==> config.mk <==
export PLATFORM = sky130hd
export DESIGN_NAME = instruction_fetch_arbiter
export DESIGN_NICKNAME = d
export VERILOG_FILES = /design/src/rtl/instruction_fetch_arbiter.sv
export SDC_FILE = /design/constraint.sdc
export NUM_CORES = 1
export LEC_CHECK = 0
export ABC_AREA = 1
export CELL_PAD_IN_SITES_DETAIL_PLACEMENT = 1
export CELL_PAD_IN_SITES_GLOBAL_PLACEMENT = 1
export CORE_MARGIN = 2
export CORE_UTILIZATION = 19
export DETAILED_ROUTE_END_ITERATION = 10
export GPL_TIMING_DRIVEN = 0
export PLACE_DENSITY_LB_ADDON = 0.1
export SYNTH_ARGS = -nofsm -noshare
export SYNTH_HDL_FRONTEND = slang
export SYNTH_SLANG_ARGS = --single-unit
export TNS_END_PERCENT = 20
==> constraint.sdc <==
create_clock -name clk -period 1.7 [get_ports clk]
set_input_delay 0.34 -clock clk [delete_from_list [all_inputs] [get_ports clk]]
set_output_delay 0.34 -clock clk [all_outputs]
set_load 0.005 [all_outputs]
==> src/rtl/instruction_fetch_arbiter.sv <==
// Shares the single-port instruction regfile between four SM fetch requesters and the
// host program-load port: one access per cycle, host first, round-robin fetches after.
module instruction_fetch_arbiter #(
  parameter int unsigned NUM_SM = 4,
  parameter int unsigned ADDR_W = 5,
  parameter int unsigned DATA_W = 16
) (
  input  logic                clk,
  input  logic                rst,
  input  logic                host_write_en,
  input  logic [ADDR_W-1:0]   host_write_addr,
  input  logic [DATA_W-1:0]   host_data_in,
  output logic                host_write_ack,
  input  logic [NUM_SM-1:0]   fetch_req,
  input  logic [ADDR_W-1:0]   fetch_addr [NUM_SM],
  output logic [NUM_SM-1:0]   fetch_grant,
  output logic [NUM_SM-1:0]   fetch_valid,
  output logic [DATA_W-1:0]   fetch_data,
  output logic                rf_write_en,
  output logic [ADDR_W-1:0]   rf_write_addr,
  output logic [DATA_W-1:0]   rf_data_in,
  output logic [ADDR_W-1:0]   rf_read_addr,
  input  logic [DATA_W-1:0]   rf_data_out
);

  localparam int unsigned PTR_W    = 2;
  localparam int unsigned STREAK_W = 2;
  localparam logic [STREAK_W-1:0] STREAK_MAX = STREAK_W'(2);

  logic [PTR_W-1:0]    last_grant;
  logic [STREAK_W-1:0] host_streak;
  logic [PTR_W-1:0]    pend_sm;
  logic                pend_valid;
  logic [DATA_W-1:0]   data_hold;

  logic                do_write;
  logic                do_fetch;
  logic                found;
  logic [PTR_W-1:0]    sel;
  logic [PTR_W-1:0]    cand;
  logic                ret_live;

  // Arbitration: host write unless it has already starved fetches twice in a row.
  always_comb begin
    do_write = 1'b0;
    do_fetch = 1'b0;
    found    = 1'b0;
    sel      = '0;
    cand     = '0;
    if (!rst) begin
      do_write = host_write_en && ((host_streak < STREAK_MAX) || (fetch_req == '0));
      do_fetch = !do_write && (fetch_req != '0);
    end
    for (int unsigned k = 1; k <= NUM_SM; k++) begin
      cand = PTR_W'(last_grant + PTR_W'(k));
      if (!found && fetch_req[cand]) begin
        sel   = cand;
        found = 1'b1;
      end
    end
  end

  // Regfile port and handshake drive.
  always_comb begin
    host_write_ack = do_write;
    rf_write_en    = do_write;
    rf_write_addr  = do_write ? host_write_addr : '0;
    rf_data_in     = do_write ? host_data_in : '0;
    rf_read_addr   = do_fetch ? fetch_addr[sel] : '0;
    fetch_grant    = do_fetch ? (NUM_SM'(1) << sel) : '0;
  end

  // Pointer, starvation streak and read-in-flight tracking.
  always_ff @(posedge clk) begin
    if (rst) begin
      last_grant  <= PTR_W'(3);
      host_streak <= '0;
      pend_valid  <= 1'b0;
      pend_sm     <= '0;
      data_hold   <= '0;
    end else begin
      pend_valid <= do_fetch;
      if (do_fetch) begin
        last_grant <= sel;
        pend_sm    <= sel;
      end
      if (do_fetch || (fetch_req == '0)) begin
        host_streak <= '0;
      end else if (do_write && (host_streak != STREAK_MAX)) begin
        host_streak <= host_streak + STREAK_W'(1);
      end
      if (pend_valid) begin
        data_hold <= rf_data_out;
      end
    end
  end

  // A return is dropped if reset is asserted in the cycle it would appear.
  assign ret_live    = pend_valid && !rst;
  assign fetch_valid = ret_live ? (NUM_SM'(1) << pend_sm) : '0;
  assign fetch_data  = ret_live ? rf_data_out : data_hold;

endmodule
==> impl_metrics.tcl, run 1 <==
set metrics [dict create \
    area_delta_synth_final_pct 107 \
    synth_area_leaders "dfxtp_1 29%, nand2_1 20%, inv_1 12%" \
    yosysTopAreaCell "dfxtp_1" \
    final_core_util 0.407 \
    violations "setup timing" \
    drc 0 \
    synth-main-ff-cell "dfxtp_1" \
    clk_latency_ns 0.26 \
    peakVddDrop_uv 293 \
    wirelength_mm 6.56 \
    antenna_found_initial 0 \
    setup_slack_ns -0.740 \
    timing.fmax_ghz 0.410 \
    swShare 0.392 \
    slew_viol_final 0 \
    finalCritPeriodShare 1.44 \
    clock_path_buffers 2 \
    synth_edf_count 0 \
    port_buffers 115 \
    finalSetupTns_ns -21.95 \
    num_rows 33 \
    finClkSkew_ns 0.00257 \
    antenna_cells 0 \
    path_buf_inv 4 \
    die_h_um 96.1 \
    synth.distinct_cells 21 \
    grt_usage 0.136 \
    die_x_um 96.1 \
    gp_congestion 0.745 \
    start_util 0.196 \
    grt_pass1_wl_mm 10.1 \
    relSlewSlack 0.748 \
    dp_hpwl_mm 4.95 \
    arrival_ns 2.10 \
    hold_depth 2 \
    crit_chain "buf_8 -> nand2_4 -> nand2_2 -> nand2_4 -> nand2_4 -> nor2_4 -> nand2_1 -> nand2_2 -> nand2_2 -> buf_6 -> buf_6 -> nand2_1 -> nand2_1 -> nand2_1 -> a21oi_2 -> buf_2" \
    core_mm2 0.00822 \
    cts_tree "done" \
    final_nets 491 \
    rr_worst_depth 12 \
    cp_top_family "simple AND/OR/NAND/NOR gates" \
    slowest_stage "dfxtp_4" \
    status "complete, but fails checks" \
    clkTransAtPathRegs_ns 0.08 \
    grt_max_degree 14 \
    hp-start "host_streak[0]" \
    crit_required_ns 1.36 \
    yosys-top-cells-count "85 x nand2_1, 51 x inv_1, 34 x o21ai_0, 26 x nor2_1, 23 x dfxtp_1" \
    maxCapViolCount 0 \
    worstPathMaxFanout 7 \
    holdBufCountCts 0 \
    avgSynthCellArea_um2 5.68 \
    ys_seq_area_frac 0.285 \
    die_area_mm2 0.00924 \
    power_mw 2.50 \
    p_per_area_mw_per_mm2 749 \
    ys_ff_latch 23 \
    clock-sinks 23 \
    seqPwrFrac 0.247 \
    vias 2258 \
    grt_overflow 0 \
    syn_nets 349 \
    path_common_cell "nand2_1" \
    rsz0062_at_grt "true" \
    synthCells 284 \
    path_class "reg2out" \
    fin_crit_ns 2.44 \
    start_kind "flip-flop" \
    cpPeakStageDelay_ns 0.39 \
    dr.pass1.iters 4 \
    reg2reg_from "last_grant[0]" \
    leakagePower_nw 1.60 \
    async_flop_share 0 \
    root_buffer "clkbuf_8" \
    intPower_mw 1.52 \
    grt_pass1_vias 2198 \
    p_comb_frac 0.617 \
    worstMarginPinSlew_ns 0.378 \
    synth_most_common_cell "nand2_1" \
    numCtsBuffers 3 \
    ant_nets 0 \
    cp_num_cells 16 \
    dr.first_iter.drc_count 22 \
    yosysWarnings 0 \
    p_switching_mw 0.981 \
    wire_per_inst_um 12.4 \
    netlist_area_mm2 0.00161 \
    setup_viol 52 \
    io_pins 116 \
    cp-end-kind "output port" \
    vias_per_cell 4.26 \
    critPathLaunch "last_grant[0]" \
    htreeDepth 1 \
    hold_path.class "reg2reg" \
    hold_viol 0 \
    synth_top_area_share 0.285 \
    drive_gt1_frac 0.278 \
    power_frac_clock 0.135 \
]
[power by group through the flow]
stage	Combinational (mW)	Sequential [mW]	Clock (mW)
global route	1.70	0.626	0.374
floorplan	0.643	0.613	0
global placement	1.12	0.620	0
CTS	1.42	0.613	0.356
finish	1.54	0.619	0.339
detailed placement	1.13	0.622	0
[sequential cells by signal (all words and copies together) (netlist names)]
register and count:
data_hold 16, host_streak 2, last_grant 2, pend_sm 2, pend_valid 1
[path summary, 6_finish.rpt]
check,endpoint,slack (ns)
max,rf_read_addr[0],-0.74
min,host_streak[0],0.46
max reg2reg,pend_sm[0],0.05
min reg2reg,host_streak[0],0.46
[routing by layer]
| layer | GRT usage | part of all wire |
|---|---|---|
| met5 | 0 | 0 |
| met4 | 0.0179 | 0.0032 |
| met3 | 0.0423 | 0.078 |
| met2 | 0.223 | 0.47 |
| met1 | 0.178 | 0.44 |
[timing repair]
item                       CTS  global route
setup endpoints to repair   70            53
buffers inserted            15             6
cloned                       1             0
resized for setup          130            39
hold endpoints to repair     0             0
pin swaps                   17            23
[cells in the final DEF, fill, tap and decap left out]
| cell | instances |
|---|---|
| a21oi_1 | 3 |
| a21oi_2 | 5 |
| buf_2 | 8 |
| buf_4 | 19 |
| buf_6 | 7 |
| buf_8 | 1 |
| clkbuf_1 | 1 |
| clkbuf_2 | 6 |
| clkbuf_8 | 7 |
| clkdlybuf4s15_2 | 11 |
| clkdlybuf4s50_1 | 79 |
| clkinv_2 | 1 |
| dfxtp_1 | 21 |
| dfxtp_4 | 2 |
| dlygate4sd2_1 | 11 |
| dlymetal6s2s_1 | 2 |
| ha_1 | 1 |
| inv_1 | 48 |
| inv_2 | 3 |
| inv_4 | 1 |
| inv_6 | 2 |
| nand2_1 | 63 |
| nand2_2 | 16 |
| nand2_4 | 13 |
| nand3_1 | 17 |
| nand3_2 | 4 |
| nand4_1 | 3 |
| nand4_4 | 1 |
| nor2_1 | 17 |
| nor2_2 | 7 |
| nor2_4 | 3 |
| nor3_1 | 5 |
| o2111ai_1 | 1 |
| o21ai_0 | 34 |
| o21ai_2 | 1 |
| o21bai_1 | 1 |
[worst register-to-register path: stages (launching register included)]
cell	delay [ns]
dfxtp_4	0.39
buf_8	0.15
nand2_4	0.06
nand2_2	0.06
nand2_4	0.07
nand2_4	0.05
nor2_4	0.18
nand2_1	0.09
nand2_2	0.10
nand2_2	0.07
buf_6	0.13
nand2_2	0.11
a21oi_1	0.07
[final cells by class]
cell class                 count  area [um^2]
timing repair buffer         137         1280
clock inverter                 1         5.00
multi-input combinational    195         1080
buffer                        12          119
inverter                      54          215
clock buffer                   3         41.3
sequential                    23          468
tap                          105          131
fill                        1042         4870
[metrics by stage]
step                      setup WS (ns)  cells  hold slack [ns]  instance area (um^2)
after detailed placement          -1.33    504            0.453                  2920
after CTS                        -0.731    524            0.464                  3210
final                            -0.740    530            0.458                  3340
after global placement            -1.30    504            0.436                  2920
after global routing             -0.877    530            0.495                  3340
after floorplan                 -0.0916    284            0.409                  1640
[logic make-up after synthesis]
family                   Yosys count  synth area share
adder cells (fa/ha/maj)            1           0.00776
flip-flops                        23             0.285
AO/OA/AOI/OAI                     45             0.146
buffers and inverters             66             0.168
AND/OR/NAND/NOR                  149             0.393
Note: power is estimated with default switching activity, not from simulation.
==> run 2: changes to the inputs <==
--- a/config.mk
+++ b/config.mk
@@ -16,4 +16,4 @@
 export SYNTH_ARGS = -nofsm -noshare
 export SYNTH_HDL_FRONTEND = slang
 export SYNTH_SLANG_ARGS = --single-unit
-export TNS_END_PERCENT = 20
+export TNS_END_PERCENT = 100
==> impl_metrics.tcl, run 2 (synthesis gave the netlist of run 1 again) <==
set metrics [dict create \
    holdBufCountCts 0 \
    htreeDepth 1 \
    regMostFlops "data_hold" \
    peakVddDrop_uv 237 \
    status "complete, but fails checks" \
    crit_required_ns 1.36 \
    antenna_found_initial 0 \
    largest_reg_flops 16 \
    core_mm2 0.00822 \
    grt_pass1_wl_mm 11.2 \
    grt_pass1_vias 2466 \
    clock_path_buffers 2 \
    layout.cells.most_common_list "62 x nand2_1, 57 x clkdlybuf4s50_1, 47 x buf_2" \
    setup_slack_ns -0.747 \
    finClkSkew_ns 0.00348 \
    vias_per_cell 4.21 \
    pre_cts_ws_ns -1.31 \
    drive_gt1_frac 0.470 \
    path_common_cell "nand2_4" \
    rsz0062_at_grt "true" \
    drc 0 \
    cts_tree "done" \
    io_pins 116 \
    clkTransAtPathRegs_ns 0.09 \
    clock-sinks 23 \
    relSlewSlack 0.727 \
    path_class "reg2out" \
    dr.pass1.iters 3 \
    die_x_um 96.1 \
    maxCapViolCount 0 \
    cp-end-kind "output port" \
    ant_nets 0 \
    grt_usage 0.151 \
    clk_latency_ns 0.26 \
    slowest_stage "dfxtp_4" \
    holdWs_ns 0.356 \
    dp_hpwl_mm 4.81 \
    cpPeakStageDelay_ns 0.38 \
    cp_top_family "simple AND/OR/NAND/NOR gates" \
    wirelength_mm 7.22 \
    finalCritPeriodShare 1.44 \
    finalSetupTns_ns -9.55 \
    root_buffer "clkbuf_8" \
    slew_viol_final 0 \
    crit_chain "buf_8 -> nand2_4 -> nand2_4 -> nand2_4 -> nand2_4 -> nor2_4 -> nand2_2 -> nand2_4 -> nand2_2 -> buf_6 -> buf_6 -> nand2_2 -> nand2_1 -> nand2_1 -> a21oi_2 -> buf_2" \
    nFillCells 1045 \
    worstMarginPinSlew_ns 0.409 \
    p_per_area_mw_per_mm2 742 \
    worstPathMaxFanout 8 \
    leakagePower_nw 1.82 \
    hold_viol 0 \
    grt_max_degree 14 \
    gp_congestion 0.746 \
    fin_area_mm2 0.00365 \
    area_delta_synth_final_pct 126 \
    power_mw 2.71 \
    path_buf_inv 4 \
    dr.first_iter.drc_count 34 \
    antenna_cells 0 \
    arrival_ns 2.11 \
    vias 2350 \
    timing.fmax_ghz 0.409 \
    start_util 0.196 \
    hold_path.class "in2reg" \
    fin_crit_ns 2.45 \
    start_kind "flip-flop" \
    num_rows 33 \
    final_common_cell "nand2_1" \
    setup_viol 33 \
    die_h_um 96.1 \
    violations "setup timing" \
    die_area_mm2 0.00924 \
    grt_overflow 0 \
    port_buffers 115 \
    wire_per_inst_um 12.9 \
    final_nets 519 \
    dpl_cell_area_mm2 0.00293 \
    numCtsBuffers 3 \
]
run 2: cell types whose count changed in the layout (fill, tap and decap cells not counted), sizes merged:
cell / previous run / this run
clkinvlp: 0 / 1
dlymetal6s2s: 2 / 0
clkbuf: 14 / 11
clkdlybuf4s15: 11 / 0
dlygate4sd2: 11 / 1
clkdlybuf4s50: 79 / 57
buf: 35 / 111
inv: 54 / 53
run 2: final timing paths:
kind	start	endpoint	slack, ns	cells past startpoint
worst max-delay path	last_grant[0]	rf_read_addr[4]	-0.75	16
worst min-delay path	rst	pend_sm[1]	0.36	2
worst max register to register	last_grant[0]	pend_sm[1]	-0.04	14
worst min register to register	host_streak[0]	host_streak[0]	0.48	2
run 2: per-stage QoR:
| step | instances | utilization |
|---|---|---|
| after floorplan | 284 | - |
| after global placement | 504 | 0.356 |
| after detailed placement | 504 | 0.356 |
| after CTS | 553 | 0.416 |
| after global routing | 558 | 0.444 |
| final | 558 | 0.444 |
run 2: cell type report:
type	instances	area, um^2	area share
Buffer	10	126	0.0346
Clock buffer	3	41.3	0.0113
Clock inverter	1	5.00	0.00137
Inverter	54	226	0.0620
Multi-Input combinational cell	195	1240	0.341
Sequential cell	23	469	0.128
Tap cell	105	131	0.0360
Timing Repair Buffer	167	1410	0.386
run 2: power by group:
group          switching, mW  leakage (nW)  internal, mW
logic                  0.854          1.61         0.891
clock network          0.178        0.0255         0.163
registers             0.0401         0.189         0.582
run 2: what timing repair did:
item                       in CTS  in global routing
setup endpoints to repair      68                 55
pin swaps                      31                 34
setup buffers                  43                 13
gates resized for setup       319                 93
cloned                          3                  1
run 2: layer usage:
metal,up-vias,track usage,wire length (um)
li1,1212,-,-
met1,1057,0.174,2960
met2,79,0.280,3670
met3,2,0.0407,548
met4,0,0.0214,36
met5,-,0,0
